--- src/rtl/mem_port_arbiter_pkg.sv ---
// Shared types for the unified memory-port arbiter: FSM encoding, streak
// counter width and the registered memory command.
package mem_port_arbiter_pkg;

    typedef enum logic [1:0] {
        ARB_IDLE  = 2'd0,
        ARB_FETCH = 2'd1,
        ARB_DATA  = 2'd2,
        ARB_RESP  = 2'd3
    } arbState_t;

    localparam int STREAK_W = 4;

    typedef struct packed {
        logic        we;
        logic [3:0]  wmask;
        logic [31:0] addr;
        logic [31:0] wdata;
    } memCmd_t;

    // Fetches are always full-word reads.
    function automatic memCmd_t fetchCmd(input logic [31:0] addr);
        memCmd_t cmd;
        cmd.we    = 1'b0;
        cmd.wmask = 4'b0000;
        cmd.addr  = addr;
        cmd.wdata = 32'h0;
        return cmd;
    endfunction

endpackage

--- src/rtl/mem_port_arbiter_if.sv ---
// Signal bundle between the IF/MEM requesters, the arbiter and the memory.
// slave = arbiter view, master = requester/memory view.
interface mem_port_arbiter_if;

    logic        if_req;
    logic [31:0] if_addr;
    logic [31:0] if_rdata;
    logic        if_done;

    logic        dm_req;
    logic        dm_we;
    logic [3:0]  dm_wmask;
    logic [31:0] dm_addr;
    logic [31:0] dm_wdata;
    logic [31:0] dm_rdata;
    logic        dm_done;

    logic        mem_req;
    logic        mem_we;
    logic [3:0]  mem_wmask;
    logic [31:0] mem_addr;
    logic [31:0] mem_wdata;
    logic [31:0] mem_rdata;
    logic        mem_ack;

    logic        stall_if;
    logic        stall_mem;
    logic        busy;

    modport slave (
        input  if_req, if_addr,
        input  dm_req, dm_we, dm_wmask, dm_addr, dm_wdata,
        input  mem_rdata, mem_ack,
        output if_rdata, if_done, dm_rdata, dm_done,
        output mem_req, mem_we, mem_wmask, mem_addr, mem_wdata,
        output stall_if, stall_mem, busy
    );

    modport master (
        output if_req, if_addr,
        output dm_req, dm_we, dm_wmask, dm_addr, dm_wdata,
        output mem_rdata, mem_ack,
        input  if_rdata, if_done, dm_rdata, dm_done,
        input  mem_req, mem_we, mem_wmask, mem_addr, mem_wdata,
        input  stall_if, stall_mem, busy
    );

endinterface

--- src/rtl/mem_port_arbiter_starve_counter.sv ---
// Saturating count of consecutive data grants made while fetch was waiting;
// at_limit tells the arbiter to let fetch win the next grant.
module arb_starve_counter
    import mem_port_arbiter_pkg::*;
#(
    parameter int LIMIT = 4
) (
    input  logic clk,
    input  logic rst_n,
    input  logic inc,
    input  logic clr,
    output logic at_limit
);

    logic [STREAK_W-1:0] count;

    // NOTE: every flop gets an async reset value; sequential state uses <= only.
    always_ff @(posedge clk or negedge rst_n) begin
        if (!rst_n) begin
            count <= '0;
        end else if (clr) begin
            count <= '0;
        end else if (inc && (count != '1)) begin
            count <= count + 1'b1;
        end
    end

    assign at_limit = (count == STREAK_W'(LIMIT));

endmodule

--- src/rtl/mem_port_arbiter.sv ---
// Arbitrates the single instruction/data memory port between IF and MEM.
// Data has priority; the streak counter guarantees fetch forward progress.
module mem_port_arbiter
    import mem_port_arbiter_pkg::*;
#(
    parameter int STARVE_LIMIT = 4
) (
    input logic               clk,
    input logic               rst_n,
    mem_port_arbiter_if.slave bus
);

    arbState_t   state;
    arbState_t   nextState;
    logic        grantData;
    logic        grantFetch;
    logic        servingData;
    logic        atLimit;
    memCmd_t     cmd;
    logic [31:0] ifRdata;
    logic [31:0] dmRdata;

    arb_starve_counter #(.LIMIT(STARVE_LIMIT)) u_starve (
        .clk      (clk),
        .rst_n    (rst_n),
        .inc      (grantData & bus.if_req),
        .clr      (grantFetch | (grantData & ~bus.if_req)),
        .at_limit (atLimit)
    );

    always_ff @(posedge clk or negedge rst_n) begin
        if (!rst_n) begin
            state <= ARB_IDLE;
        end else begin
            state <= nextState;
        end
    end

    // NOTE: defaults first so no path through this block can infer a latch.
    always_comb begin
        nextState  = state;
        grantData  = 1'b0;
        grantFetch = 1'b0;
        unique case (state)
            ARB_IDLE: begin
                if (bus.dm_req && (!bus.if_req || !atLimit)) begin
                    grantData = 1'b1;
                    nextState = ARB_DATA;
                end else if (bus.if_req) begin
                    grantFetch = 1'b1;
                    nextState  = ARB_FETCH;
                end
            end
            ARB_FETCH, ARB_DATA: begin
                if (bus.mem_ack) nextState = ARB_RESP;
            end
            ARB_RESP: nextState = ARB_IDLE;
            default:  nextState = ARB_IDLE;
        endcase
    end

    // Outputs decode registered state only, so mem_ack never reaches them combinationally.
    always_comb begin
        bus.mem_req = (state == ARB_FETCH) || (state == ARB_DATA);
        bus.if_done = (state == ARB_RESP) && !servingData;
        bus.dm_done = (state == ARB_RESP) && servingData;
        bus.busy    = (state != ARB_IDLE);
    end

    always_ff @(posedge clk or negedge rst_n) begin
        if (!rst_n) begin
            cmd         <= '0;
            servingData <= 1'b0;
        end else if (grantData) begin
            cmd         <= '{we: bus.dm_we, wmask: bus.dm_wmask,
                             addr: bus.dm_addr, wdata: bus.dm_wdata};
            servingData <= 1'b1;
        end else if (grantFetch) begin
            cmd         <= fetchCmd(bus.if_addr);
            servingData <= 1'b0;
        end
    end

    // Stores leave dm_rdata untouched; unsolicited acks in IDLE/RESP are dropped here.
    always_ff @(posedge clk or negedge rst_n) begin
        if (!rst_n) begin
            ifRdata <= '0;
            dmRdata <= '0;
        end else if (bus.mem_ack) begin
            if (state == ARB_FETCH) ifRdata <= bus.mem_rdata;
            if ((state == ARB_DATA) && !cmd.we) dmRdata <= bus.mem_rdata;
        end
    end

    assign bus.mem_we    = cmd.we;
    assign bus.mem_wmask = cmd.wmask;
    assign bus.mem_addr  = cmd.addr;
    assign bus.mem_wdata = cmd.wdata;
    assign bus.if_rdata  = ifRdata;
    assign bus.dm_rdata  = dmRdata;

    assign bus.stall_if  = bus.if_req & ~bus.if_done;
    assign bus.stall_mem = bus.dm_req & ~bus.dm_done;

endmodule

--- src/flat_wrapper.sv ---
// flat-port wrapper written by rule: the top's interface ports become plain ports
module mem_port_arbiter_flat import mem_port_arbiter_pkg::*;
#(
    parameter int STARVE_LIMIT = 4
)
  (clk, rst_n, bus_if_req, bus_if_addr, bus_dm_req, bus_dm_we, bus_dm_wmask, bus_dm_addr, bus_dm_wdata, bus_mem_rdata, bus_mem_ack, bus_if_rdata, bus_if_done, bus_dm_rdata, bus_dm_done, bus_mem_req, bus_mem_we, bus_mem_wmask, bus_mem_addr, bus_mem_wdata, bus_stall_if, bus_stall_mem, bus_busy);
  mem_port_arbiter_if bus_i ();
  input logic clk;
  input logic rst_n;
  input wire logic [$bits(bus_i.if_req)-1:0] bus_if_req;
  input wire logic [$bits(bus_i.if_addr)-1:0] bus_if_addr;
  input wire logic [$bits(bus_i.dm_req)-1:0] bus_dm_req;
  input wire logic [$bits(bus_i.dm_we)-1:0] bus_dm_we;
  input wire logic [$bits(bus_i.dm_wmask)-1:0] bus_dm_wmask;
  input wire logic [$bits(bus_i.dm_addr)-1:0] bus_dm_addr;
  input wire logic [$bits(bus_i.dm_wdata)-1:0] bus_dm_wdata;
  input wire logic [$bits(bus_i.mem_rdata)-1:0] bus_mem_rdata;
  input wire logic [$bits(bus_i.mem_ack)-1:0] bus_mem_ack;
  output wire logic [$bits(bus_i.if_rdata)-1:0] bus_if_rdata;
  output wire logic [$bits(bus_i.if_done)-1:0] bus_if_done;
  output wire logic [$bits(bus_i.dm_rdata)-1:0] bus_dm_rdata;
  output wire logic [$bits(bus_i.dm_done)-1:0] bus_dm_done;
  output wire logic [$bits(bus_i.mem_req)-1:0] bus_mem_req;
  output wire logic [$bits(bus_i.mem_we)-1:0] bus_mem_we;
  output wire logic [$bits(bus_i.mem_wmask)-1:0] bus_mem_wmask;
  output wire logic [$bits(bus_i.mem_addr)-1:0] bus_mem_addr;
  output wire logic [$bits(bus_i.mem_wdata)-1:0] bus_mem_wdata;
  output wire logic [$bits(bus_i.stall_if)-1:0] bus_stall_if;
  output wire logic [$bits(bus_i.stall_mem)-1:0] bus_stall_mem;
  output wire logic [$bits(bus_i.busy)-1:0] bus_busy;
  assign bus_i.if_req = bus_if_req;
  assign bus_i.if_addr = bus_if_addr;
  assign bus_i.dm_req = bus_dm_req;
  assign bus_i.dm_we = bus_dm_we;
  assign bus_i.dm_wmask = bus_dm_wmask;
  assign bus_i.dm_addr = bus_dm_addr;
  assign bus_i.dm_wdata = bus_dm_wdata;
  assign bus_i.mem_rdata = bus_mem_rdata;
  assign bus_i.mem_ack = bus_mem_ack;
  assign bus_if_rdata = bus_i.if_rdata;
  assign bus_if_done = bus_i.if_done;
  assign bus_dm_rdata = bus_i.dm_rdata;
  assign bus_dm_done = bus_i.dm_done;
  assign bus_mem_req = bus_i.mem_req;
  assign bus_mem_we = bus_i.mem_we;
  assign bus_mem_wmask = bus_i.mem_wmask;
  assign bus_mem_addr = bus_i.mem_addr;
  assign bus_mem_wdata = bus_i.mem_wdata;
  assign bus_stall_if = bus_i.stall_if;
  assign bus_stall_mem = bus_i.stall_mem;
  assign bus_busy = bus_i.busy;
  mem_port_arbiter #(.STARVE_LIMIT(STARVE_LIMIT)) u_core (.clk(clk), .rst_n(rst_n), .bus(bus_i));
endmodule
--- config.mk ---
export PLATFORM = sky130hd
export DESIGN_NAME = mem_port_arbiter_flat
export DESIGN_NICKNAME = d
export VERILOG_FILES = /design/src/rtl/mem_port_arbiter_pkg.sv /design/src/rtl/mem_port_arbiter_if.sv /design/src/rtl/mem_port_arbiter_starve_counter.sv /design/src/rtl/mem_port_arbiter.sv /design/src/flat_wrapper.sv
export SDC_FILE = /design/constraint.sdc
export NUM_CORES = 1
export LEC_CHECK = 0
export CORE_AREA = 2 2 125 127
export CTS_CLUSTER_DIAMETER = 80
export DETAILED_ROUTE_END_ITERATION = 16
export DIE_AREA = 0 0 127 129
export PLACE_DENSITY_LB_ADDON = 0.3
export SETUP_SLACK_MARGIN = 0.3
export SLEW_MARGIN = 20
export SYNTH_ARGS = -nofsm -noshare
export SYNTH_HDL_FRONTEND = slang
export SYNTH_HIERARCHICAL = 1
export SYNTH_SLANG_ARGS = --single-unit
--- constraint.sdc ---
create_clock -name clk -period 2.4 [get_ports clk]
set_input_delay 0.36 -clock clk [delete_from_list [all_inputs] [get_ports clk]]
set_output_delay 0.36 -clock clk [all_outputs]
set_load 0.02 [all_outputs]
After elaboration in Yosys (flattened, before gate mapping)
Cells that the tools add are included.
{"block": "op_classes", "n_eq_ne": 7, "n_bitwise": 8, "mux": 15, "n_reduce_logical": 19, "add_sub_neg": 1}
{"op": "69-bit two-way mux", "n": 2}
{"op": "4-bit two-way mux", "n": 2}
{"op": "1-bit two-way mux", "n": 7}
{"op": "2-bit two-way mux", "n": 3}
{"op": "2-bit one-hot mux with 3 select lines", "n": 1}
{"op": "2-bit AND reduction", "n": 3}
{"op": "2-bit nonzero test", "n": 3}
{"op": "1-bit logical AND", "n": 5}
{"op": "4-bit by 1-bit adder with 4-bit output (second input constant)", "n": 1}
{"op": "1-bit bitwise AND", "n": 4}
{"op": "2-bit == test (second input constant)", "n": 2}
{"op": "4-bit by 3-bit == test with 1-bit output (second input constant)", "n": 1}
{"op": "1-bit zero test", "n": 4}
{"op": "4-bit inequality test (second input constant)", "n": 1}
{"op": "3-bit by 2-bit inequality test with 1-bit output (second input constant)", "n": 1}
{"op": "1-bit inverter", "n": 3}
{"op": "2-bit by 1-bit == test with 1-bit output (second input constant)", "n": 1}
{"op": "2-bit zero test", "n": 1}
{"op": "1-bit logical OR", "n": 2}
{"op": "2-bit inequality test (second input constant)", "n": 1}
{"op": "2-bit OR reduction", "n": 1}
{"op": "1-bit OR", "n": 1}
{"block": "totals", "word_cells": 59, "output_inout_bits": 139, "regBits": 140, "inputBits": 138}

Logic depth before layout (Yosys ltp)
Gate-level depths: netlist of run 1.
{"block": "logic_depth", "depth_word": 10, "mapped_depth": 11, "depth_no_buf": 9}

Hierarchy
The synthesis of run 1 kept the hierarchy.
{"module": "mem_port_arbiter", "n_inst": 1, "cells_each": 428, "area_per_inst_um2": 6084.6, "seq_area_each_um2": 3403.3}
{"module": "arb_starve_counter", "n_inst": 1, "cells_each": 24, "area_per_inst_um2": 256.5, "seq_area_each_um2": 100.1}

Worst setup path before layout of run 1
No wires, ideal clock.
{"block": "synth_path", "path_type": "register to register", "start": "register u_core.u_starve.count[0]", "end": "register u_core.u_starve.count[0]", "setup_ps": 125, "arrival_ps": 1947, "path_buffers": 2, "path_slack_ps": 328, "required_ps": 2275, "period_less_slack_ps": 2072, "stages_incl_launch_ff": 11, "cell_sequence": "dfrtp_1 -> inv_1 -> ha_1 -> and3b_2 -> nand2_1 -> nand3_1 -> buf_4 -> buf_4 -> nor2_1 -> nor2b_4 -> mux2_4"}
{"block": "synth_via", "elab_chain_len": 9, "elab_cells_between_ends": 17, "cone_classes": "add/sub (1); eq/ne (2); mux (6); bitwise (3); reduce/logical (5)"}
{"element": "start, declared", "line": "mem_port_arbiter_starve_counter.sv:15", "text": "logic [STREAK_W-1:0] count;"}
{"element": "start signal, assigned", "line": "mem_port_arbiter_starve_counter.sv:24", "text": "count <= count + 1'b1;"}
{"element": "4-bit by 3-bit == test with 1-bit output *", "line": "mem_port_arbiter_starve_counter.sv:28", "text": "assign at_limit = (count == STREAK_W'(LIMIT));"}
{"element": "named net u_core.atLimit", "line": "mem_port_arbiter.sv:18", "text": "logic atLimit;"}
{"element": "1-bit zero test *", "line": "mem_port_arbiter.sv:46", "text": "if (bus.dm_req && (!bus.if_req || !atLimit)) begin"}
{"element": "1-bit logical OR *", "line": "mem_port_arbiter.sv:46"}
{"element": "1-bit logical AND *", "line": "mem_port_arbiter.sv:46"}
{"element": "1-bit two-way mux", "line": "mem_port_arbiter.sv:46"}
{"element": "1-bit two-way mux", "line": "mem_port_arbiter.sv:44", "text": "unique case (state)"}
{"element": "1-bit bitwise AND, on equally long branches", "line": "mem_port_arbiter.sv:27, mem_port_arbiter.sv:26"}
{"element": "1-bit OR or 1-bit logical AND (tied branches)", "line": "mem_port_arbiter.sv:27, mem_port_arbiter_starve_counter.sv:23"}
{"element": "4-bit two-way mux or 2-bit nonzero test (tied branches)"}
The timed path passes the listed nets; every way through them passes the cells marked *. The select of a mux whose other input is x is not followed.
A chain may end at the register's enable or synchronous reset.

Worst setup path after layout of run 1
{"block": "layout_path", "start": "register u_core.state[0]", "end": "output bus_stall_if"}
{"block": "layout_via", "elab_chain_len": 4}
{"element": "start, declared", "line": "mem_port_arbiter.sv:13", "text": "arbState_t state;"}
{"element": "start signal, assigned", "line": "mem_port_arbiter.sv:35", "text": "state <= nextState;"}
{"element": "2-bit == test", "line": "mem_port_arbiter.sv:65", "text": "bus.if_done = (state == ARB_RESP) && !servingData;"}
{"element": "1-bit logical AND", "line": "mem_port_arbiter.sv:65"}
{"element": "1-bit inverter", "line": "mem_port_arbiter.sv:102", "text": "assign bus.stall_if = bus.if_req & ~bus.if_done;"}
{"element": "1-bit bitwise AND", "line": "mem_port_arbiter.sv:102"}
{"element": "end, declared", "line": "flat_wrapper.sv:28", "text": "output wire logic [$bits(bus_i.stall_if)-1:0] bus_stall_if;"}
No other way between the ends.

==> results.ini, run 1 <==
[status]
status = complete, no violations

[synth]
synth_seq_cells = 140
async_flop_share = 1.00
yosysSeqAreaShare = 0.552
syn_area_per_cell_um2 = 14.0
synth_nets = 597
synth.most_common_cell = dfrtp_1
ys_warn_count = 6
synthesis.area_um2 = 6340
ys.flop_type = dfrtp_1
synth_top_cell_area_share = 0.552
yosysTopAreaCell = dfrtp_1
synthCells = 452
synth_common_cells = 140 x dfrtp_1, 71 x mux2_2, 59 x mux2_4, 45 x inv_1, 41 x nand2_1
synth_edf_count = 0
synthTopCellsByArea = dfrtp_1 55%, mux2_4 14%, mux2_2 13%, mux2i_1 6.2%, inv_1 2.7%
synth_cell_types = 28

[timing]
min_period_over_period = 0.827
tns_ns = 0
worstMarginPinSlew_ns = 0.627
timing.final.ws_setup_ns = 0.416
min_period_ns = 1.98
setup_viol = 0
slew_viol_final = 0
finalHoldViolCount = 0
max_freq_mhz = 504
finClkSkew_ns = 0.00662
slew_headroom = 0.582
rsz0062_at_grt = true

[power_and_ir_drop]
p_leak_nw = 4.82
powerDensity_nw_per_um2 = 1440
peakVddDrop_mv = 0.735

[setup_path]
critPathMaxStageDelay_ns = 0.41
worst_setup_path_end_kind = output port
worst-path-buf-inv = 1
worst-path-max-fanout = 4
cp_data_arrival_time_ns = 1.62
cp_slowest_cell = dfrtp_1
path_delay_family = flip-flops
cp-start-kind = flip-flop
worstPathCellList = ha_1 > nor2b_1 > nor2_1 > dlygate4sd2_1
required_ns = 2.04
setup.worst_path.class = flip-flop to output port

[global_route]
grt_overflow = 0
grt_use_met3 = 0.0565
first_global_vias = 4803
grt_max_degree = 70
grt_antenna_before_repair = 0
use_met2 = 0.345
grt_busiest_layer = met2
grt_use_total = 0.202
grt_first_pass_wirelength_um = 25400
grt_util_met1 = 0.250

[final_layout]
layout.nets = 886
drive_gt1_frac = 0.245
area_delta_synth_final_pct = 57.7
multiInputGateArea_um2 = 2530
seq_area_um2 = 3500
finalNonFillerCells = 942
fill_cells = 1064
diodes = 0
finalCoreUtilization = 0.668

[cts]
clock-sinks = 140
clk_path_buf_depth = 2
cts_setup_buffers = 0
clk_latency_ns = 0.41
cts-root-buf = clkbuf_16
cts.clk_slew.worst_paths_ns = 0.06
htree_levels = 4
cts_tree = yes
numCtsBuffers = 17

[floorplanning]
initial_core_util = 0.423
io_pins = 277
coreArea_um2 = 15000
rows = 45
die_w_um = 127
dieArea_um2 = 16400
fp.dieH_um = 129

[placed_design]
dp_hpwl_um = 11900
placed_cells = 909
dp_worst_setup_slack_ns = 0.215
io_buffers = 276
gp_congestion = 0.769

[routing]
routed_wl_um = 16100
drt_iter0_drc = 111
wire_per_inst_um = 17.1
drc_errors = 0
postRouteAntennaNets = 0
firstDrtPassIters = 4
vias = 4486
viasPerCell = 4.76

[job]
cap_viol_max_count = 0

[hold_path]
hold_class = input pin to flip-flop

[layout by cell type, fill, tap and decap left out, drive strengths merged]
| cell type | n |
|---|---|
| and3 | 1 |
| clkinv | 5 |
| nand4 | 1 |
| or2 | 1 |
| nand2 | 42 |
| and4b | 1 |
| clkdlybuf4s50 | 269 |
| bufinv | 4 |
| and3b | 1 |
| dlygate4sd3 | 1 |
| nand3 | 1 |
| dlygate4sd2 | 5 |
| inv | 47 |
| nor2 | 5 |
| dfrtp | 140 |
| clkbuf | 20 |
| clkinvlp | 2 |
| buf | 15 |
| a31oi | 3 |
| nand2b | 2 |
| mux2 | 130 |
| ha | 7 |
| o32a | 1 |
| nor3 | 1 |
| nor2b | 4 |
| and2 | 1 |
| mux2i | 39 |
| o21ai | 2 |
| a21oi | 2 |
| nand3b | 1 |
[report_power, final]
group	internal (mW)	switching (mW)
registers	3.57	0.667
logic	4.06	3.27
clock network	1.77	1.01
[cell families after synthesis]
family	Yosys count	share of synthesized area
compound gates	8	0.00770
fa+ha+maj	7	0.0138
buf+inv	66	0.0517
flops	140	0.552
mux	169	0.327
simple gates	62	0.0470
[registers in the layout, summed over array words and instances (netlist names)]
| name | flops |
|---|---|
| u_core/bus.if_rdata | 32 |
| u_core/bus.dm_rdata | 32 |
| u_core/u_starve/count | 4 |
| u_core/state | 2 |
| u_core/bus.mem_we | 1 |
| u_core/bus.mem_wdata | 32 |
| u_core/servingData | 1 |
| u_core/bus.mem_addr | 32 |
| u_core/bus.mem_wmask | 4 |
[per-stage QoR]
step | hold slack (ns) | power [mW] | instance area, µm²
after global routing | 0.492 | 15.1 | 10000
after floorplan | 0.0644 | 8.35 | 6340
after global placement | 0.404 | 11.5 | 9360
after detailed placement | 0.403 | 11.7 | 9360
final | 0.489 | 14.4 | 10000
after CTS | 0.471 | 14.5 | 10000
[routing by layer]
| layer | vias up | wire length, µm |
|---|---|---|
| li1 | 2097 | - |
| met1 | 2195 | 6570 |
| met2 | 174 | 8210 |
| met3 | 20 | 1160 |
| met4 | 0 | 182 |
| met5 | - | 0 |
[path summary, 6_finish.rpt]
| path | endpoint | from | cells past startpoint | slack [ns] |
|---|---|---|---|---|
| max | bus_stall_if | u_core/state[0]$_DFFE_PN0P_ | 4 | 0.42 |
| min | u_core/bus.mem_wdata[5]$_DFFE_PN0P_ | bus_dm_wdata[5] | 3 | 0.49 |
| max reg2reg | u_core/bus.mem_addr[30]$_DFFE_PN0P_ | u_core/u_starve/count[0]$_DFFE_PN0P_ | 7 | 0.48 |
| min reg2reg | u_core/bus.if_rdata[19]$_DFFE_PN0P_ | u_core/bus.if_rdata[19]$_DFFE_PN0P_ | 1 | 0.50 |
| max in group asynchronous | u_core/bus.mem_addr[6]$_DFFE_PN0P_ | rst_n | 3 | 1.18 |
| min in group asynchronous | u_core/bus.mem_addr[24]$_DFFE_PN0P_ | rst_n | 2 | 0.54 |
[area by class of cell]
class,count,area share
Sequential cell,140,0.350
Timing Repair Buffer,291,0.293
Multi-Input combinational cell,246,0.253
Clock buffer,19,0.0443
Tap cell,188,0.0235
Clock inverter,13,0.0189
Inverter,45,0.0169
[tightest hold or removal path: stages]
cell	delay [ns]
clkdlybuf4s50_1	0.39
inv_1	0.05
mux2i_1	0.05
[what timing repair did]
item                                   in CTS  in global routing
hold buffers                                1                  0
setup endpoints to repair                   6                  3
resized for setup                           6                  4
endpoints found under the hold margin      64                  0
Note: power is estimated with default switching activity, not from simulation.
==> run 2, diff against run 1 <==
==> constraint.sdc (replaced) <==
create_clock -name clk -period 1.93 [get_ports clk]
set_input_delay 0.2895 -clock clk [delete_from_list [all_inputs] [get_ports clk]]
set_output_delay 0.2895 -clock clk [all_outputs]
set_load 0.02 [all_outputs]
==> run 2 against run 1 <==
Total power rose by 28%; clock-buffer cell count fell by 2; worst hold slack got worse by 0.088 ns; non-clock buffer count rose by 48; combinational power rose by 32%; clock skew rose by 0.00097 ns; global-route usage rose by 0.92 points; final cell count rose by 5.1%; core utilization rose by 4.9 points; die area did not move; sequential power rose by 25%; cell area rose by 7.3%; critical path type is now flip-flop to flip-flop; largest cell class unchanged.
==> results.ini, run 2 (synthesis results as in run 1) <==
[setup_path]
required_ns = 2.23
cp_slowest_cell = dfrtp_1
reg2reg_to = u_core/bus.mem_addr[10]$_DFFE_PN0P_
cp-start-kind = flip-flop
cp_data_arrival_time_ns = 2.10
r2r_slack_ns = 0.13
worst_setup_path_end_kind = flip-flop
setup.worst_path.class = flip-flop to flip-flop
worstPathCellList = inv_2 > ha_4 > and3b_2 > nand2_2 > nand3_4 > buf_4 > clkbuf_16 > mux2_4
reg2regPathDepth = 8
r2r-start = u_core/u_starve/count[0]$_DFFE_PN0P_
worst-path-max-fanout = 7
critPathMaxStageDelay_ns = 0.38

[power_and_ir_drop]
seqPwrFrac = 0.289
switching_share = 0.369
peakVddDrop_mv = 0.789
p_leak_nw = 5.63
pwr-share-clk = 0.186
p_comb_frac = 0.525
p_int_mw = 11.6
powerDensity_nw_per_um2 = 1710
p_switching_mw = 6.77

[hold_path]
hold_class = input pin to async pin

[placed_design]
dpl_cell_area_um2 = 9500
io_buffers = 276
dp_worst_setup_slack_ns = -0.0600
placed_cells = 919
gp_congestion = 0.804
dp_hpwl_um = 12200

[global_route]
grt_max_degree = 53
grt_use_total = 0.211
first_global_vias = 5086
grt_first_pass_wirelength_um = 26600
grt_antenna_before_repair = 0
grt_overflow = 0

[timing]
finClkSkew_ns = 0.00759
worstMarginPinSlew_ns = 0.508
timing.final.ws_setup_ns = 0.131
finalHoldViolCount = 0
setup_viol = 0
min_period_ns = 1.80
max_freq_mhz = 556
slew_headroom = 0.661
worst_hold_slack_ns = 0.401
min_period_over_period = 0.932
slew_viol_final = 0
rsz0062_at_grt = true

[cts]
cts-root-buf = clkbuf_16
cts_tree = yes
clock-sinks = 140
numCtsBuffers = 17
htree_levels = 4
clk_path_buf_depth = 2
clk_latency_ns = 0.42
cts.clk_slew.worst_paths_ns = 0.06

[final_layout]
drive_gt1_frac = 0.317
most-common-layout-cells = 139 x dfrtp_1, 136 x clkdlybuf4s50_1, 133 x dlygate4sd2_1
fin_area_um2 = 10700
diodes = 0
area_delta_synth_final_pct = 69.2
layout.nets = 934
finalNonFillerCells = 990
final_common_cell = dfrtp_1

[floorplanning]
dieArea_um2 = 16400
io_pins = 277
coreArea_um2 = 15000
rows = 45
fp.dieH_um = 129
die_w_um = 127
initial_core_util = 0.423

[routing]
routed_wl_um = 18900
vias = 4833
postRouteAntennaNets = 0
viasPerCell = 4.88
drc_errors = 0
firstDrtPassIters = 4
drt_iter0_drc = 193
wire_per_inst_um = 19.1

[status]
status = complete, no violations

[job]
cap_viol_max_count = 0

## run 2: how the worst max path moves through the flow
| stage | startpoint | endpoint | slack [ns] | cells past startpoint |
|---|---|---|---|---|
| after CTS | u_core/u_starve/count[0]$_DFFE_PN0P_ | u_core/u_starve/count[0]$_DFFE_PN0P_ | 0.17 | 8 |
| after global routing | u_core/u_starve/count[0]$_DFFE_PN0P_ | u_core/u_starve/count[3]$_DFFE_PN0P_ | 0.07 | 9 |
| after global placement | bus_if_req | u_core/u_starve/count[0]$_DFFE_PN0P_ | -0.02 | 7 |
| after floorplan | u_core/u_starve/count[0]$_DFFE_PN0P_ | u_core/u_starve/count[0]$_DFFE_PN0P_ | 0.04 | 10 |
| after detailed placement | bus_if_req | u_core/bus.mem_wdata[10]$_DFFE_PN0P_ | -0.06 | 7 |
| final | u_core/u_starve/count[0]$_DFFE_PN0P_ | u_core/bus.mem_addr[10]$_DFFE_PN0P_ | 0.13 | 8 |
## run 2: through the flow
stage	power [mW]	TNS, ns	utilization
6_report	18.4	0	0.717
5_1_grt	19.3	0	0.717
4_1_cts	17.4	0	0.679
3_5_place_dp	14.7	-0.589	0.634
3_3_place_gp	14.4	-0.0223	0.634
2_1_floorplan	10.4	0	-
## run 2: cell type report
type | count | area, µm²
multi-input combinational | 246 | 2760
sequential | 140 | 3500
timing repair buffer | 339 | 3450
clock buffer | 17 | 425
tap | 188 | 235
inverter | 45 | 169
fill | 1036 | 4250
clock inverter | 15 | 188
## run 2: worst max-delay path, delay by kind of cell, from the launching register on
family                     cells  cell delay [ns]
and+or+nand+nor                3             0.43
buffers and inverters          3             0.43
muxes                          1             0.29
adders and majority gates      1             0.15
DFF                            1             0.38
## run 2: power by group through the flow
stage	Sequential [mW]	Combinational (mW)	Clock, mW
global route	5.50	10.2	3.61
floorplan	6.97	3.44	0
detailed placement	5.31	9.38	0
global placement	5.25	9.18	0
finish	5.31	9.64	3.41
CTS	5.26	8.69	3.43
## run 2: repair_timing
action | CTS | global route
gates resized for setup | 173 | 67
setup buffers | 13 | 13
hold endpoints to repair | 49 | 0
hold buffers | 1 | 0
pin swaps | 7 | 4
cloned | 3 | 9
endpoints found under the setup margin | 196 | 133
## run 2: per-layer routing
layer	wire length [µm]	global-route usage	up-vias
met3	1560	0.0802	28
met1	7330	0.246	2384
met5	0	0	-
met2	9660	0.361	225
li1	-	-	2196
met4	337	0.0679	0
==> run 3, diff against run 2 <==
--- a/config.mk
+++ b/config.mk
@@ -10,6 +10,7 @@
 export DETAILED_ROUTE_END_ITERATION = 16
 export DIE_AREA = 0 0 127 129
 export PLACE_DENSITY_LB_ADDON = 0.3
+export REMOVE_ABC_BUFFERS = 1
 export SETUP_SLACK_MARGIN = 0.3
 export SLEW_MARGIN = 20
 export SYNTH_ARGS = -nofsm -noshare
==> run 3 against run 2 <==
Global-route usage fell by 0.38 points; cell area shrank 1.6%; total power shrank 1.6%; largest power group unchanged; core utilization decreased by 1.2 points; critical endpoint is now u_core/bus.mem_addr[17]$_DFFE_PN0P_; sequential power hardly changed; highest routed layer unchanged; worst hold slack lost 0.011 ns; register-to-register slack better by 0.07 ns; clock power grew 1%.
==> results.ini, run 3 (synthesis results as in run 1) <==
[status]
status = complete, no violations

[routing]
drt_iter0_drc = 166
wl_met2_um = 9020
vias = 4744
viasPerCell = 4.84
postRouteAntennaNets = 0
drc_errors = 0
wl_met3_um = 1450
routed_wl_um = 18100
firstDrtPassIters = 4
met1_length_um = 7280
wire_per_inst_um = 18.4
highest_layer = met4

[timing]
slew_headroom = 0.701
setup_viol = 0
rsz0062_at_grt = true
finClkSkew_ns = 0.0101
timing.final.ws_setup_ns = 0.198
min_period_ns = 1.73
min_period_over_period = 0.897
finalHoldViolCount = 0
slew_viol_final = 0
worstMarginPinSlew_ns = 0.449
max_freq_mhz = 577

[power_and_ir_drop]
p_leak_nw = 5.56
powerDensity_nw_per_um2 = 1710
peakVddDrop_mv = 0.792

[global_route]
grt_use_total = 0.207
grt_antenna_before_repair = 0
grt_first_pass_wirelength_um = 26100
first_global_vias = 5018
grt_overflow = 0
grt_max_degree = 46

[floorplanning]
fp.dieH_um = 129
die_w_um = 127
io_pins = 277
initial_core_util = 0.423
coreArea_um2 = 15000
dieArea_um2 = 16400
rows = 45

[placed_design]
io_buffers = 276
dpl_cell_area_um2 = 9580
gp_congestion = 0.772
dp_worst_setup_slack_ns = -0.0671
dp_hpwl_um = 12500

[cts]
clk_latency_ns = 0.41
cts-root-buf = clkbuf_16
numCtsBuffers = 17
htree_levels = 4
cts.clk_slew.worst_paths_ns = 0.06
clk_path_buf_depth = 2
clock-sinks = 140
cts_tree = yes

[final_layout]
area_delta_synth_final_pct = 66.5
drive_gt1_frac = 0.304
fin_area_um2 = 10600
most-common-layout-cells = 138 x dfrtp_1, 136 x clkdlybuf4s50_1, 133 x dlygate4sd2_1
seq_area_um2 = 3510
finalCoreUtilization = 0.705
diodes = 0
layout.nets = 924
fill_cells = 1059
final_common_cell = dfrtp_1
multiInputGateArea_um2 = 2720

[setup_path]
required_ns = 2.22
cp-start-kind = flip-flop
worst-path-max-fanout = 8
setup.worst_path.class = flip-flop to flip-flop
worst_setup_path_end_kind = flip-flop
cp_data_arrival_time_ns = 2.02

[job]
cap_viol_max_count = 0

[hold_path]
hold_class = input pin to async pin

-- run 3: changes by cell type in the layout (fill, tap and decap cells not counted), sizes merged --
cell      change
bufinv        +1
buf           -7
clkbuf        +2
clkinvlp      -1
inv           -5
-- run 3: critical path, stage by stage (launching register included) --
cell     delay [ns]
dfrtp_1        0.36
inv_2          0.06
ha_4           0.15
and3b_2        0.21
nand2_2        0.10
nand3_4        0.12
buf_12         0.18
buf_12         0.15
mux2_4         0.30
-- run 3: final cells by class --
cell class / instances / area share
Sequential cell: 140 / 0.332
Timing Repair Buffer: 329 / 0.312
Multi-Input combinational cell: 246 / 0.258
Clock buffer: 22 / 0.0440
Tap cell: 188 / 0.0223
Inverter: 45 / 0.0160
Clock inverter: 10 / 0.0155
-- run 3: worst paths after layout --
| path | startpoint | end | slack, ns | cells after the start |
|---|---|---|---|---|
| max in group asynchronous | rst_n | u_core/bus.mem_we$_DFFE_PN0P_ | 0.91 | 3 |
| min reg2reg | u_core/bus.dm_rdata[19]$_DFFE_PN0P_ | u_core/bus.dm_rdata[19]$_DFFE_PN0P_ | 0.50 | 1 |
| min in group clk | bus_dm_wdata[7] | u_core/bus.mem_wdata[7]$_DFFE_PN0P_ | 0.42 | 3 |
| max reg2reg | u_core/u_starve/count[0]$_DFFE_PN0P_ | u_core/bus.mem_addr[17]$_DFFE_PN0P_ | 0.20 | 8 |
| max | u_core/u_starve/count[0]$_DFFE_PN0P_ | u_core/bus.mem_addr[17]$_DFFE_PN0P_ | 0.20 | 8 |
| min | rst_n | u_core/bus.if_rdata[8]$_DFFE_PN0P_ | 0.39 | 2 |
-- run 3: power breakdown --
part           internal (mW)  switching [mW]  total, mW  leakage [nW]
Combinational           4.89            4.41       9.31          3.56
Sequential              4.44           0.864       5.31          1.70
Clock                   2.23            1.21       3.45         0.304
-- run 3: per-stage QoR --
| stage | total power [mW] | std cells | hold WS, ns | setup TNS (ns) |
|---|---|---|---|---|
| 2_1_floorplan | 10.4 | 431 | -0.00609 | -172.88 |
| 3_3_place_gp | 14.5 | 926 | 0.246 | -0.215 |
| 3_5_place_dp | 14.8 | 926 | 0.250 | -1.05 |
| 4_1_cts | 17.5 | 969 | 0.382 | 0 |
| 5_1_grt | 19.0 | 980 | 0.407 | 0 |
| 6_report | 18.1 | 980 | 0.390 | 0 |
-- run 3: metal layers --
metal  track usage  vias up
met4        0.0679        0
met1         0.243     2322
met3        0.0723       24
met5             0        -
li1              -     2181
met2         0.357      217
-- run 3: repair_timing --
item | 4_1_cts | 5_1_grt
hold buffers | 1 | 0
cloned | 1 | 6
gates resized for setup | 184 | 52
hold endpoints to repair | 41 | 0
pin swaps | 8 | 2
setup buffers | 9 | 5
endpoints found under the setup margin | 208 | 139
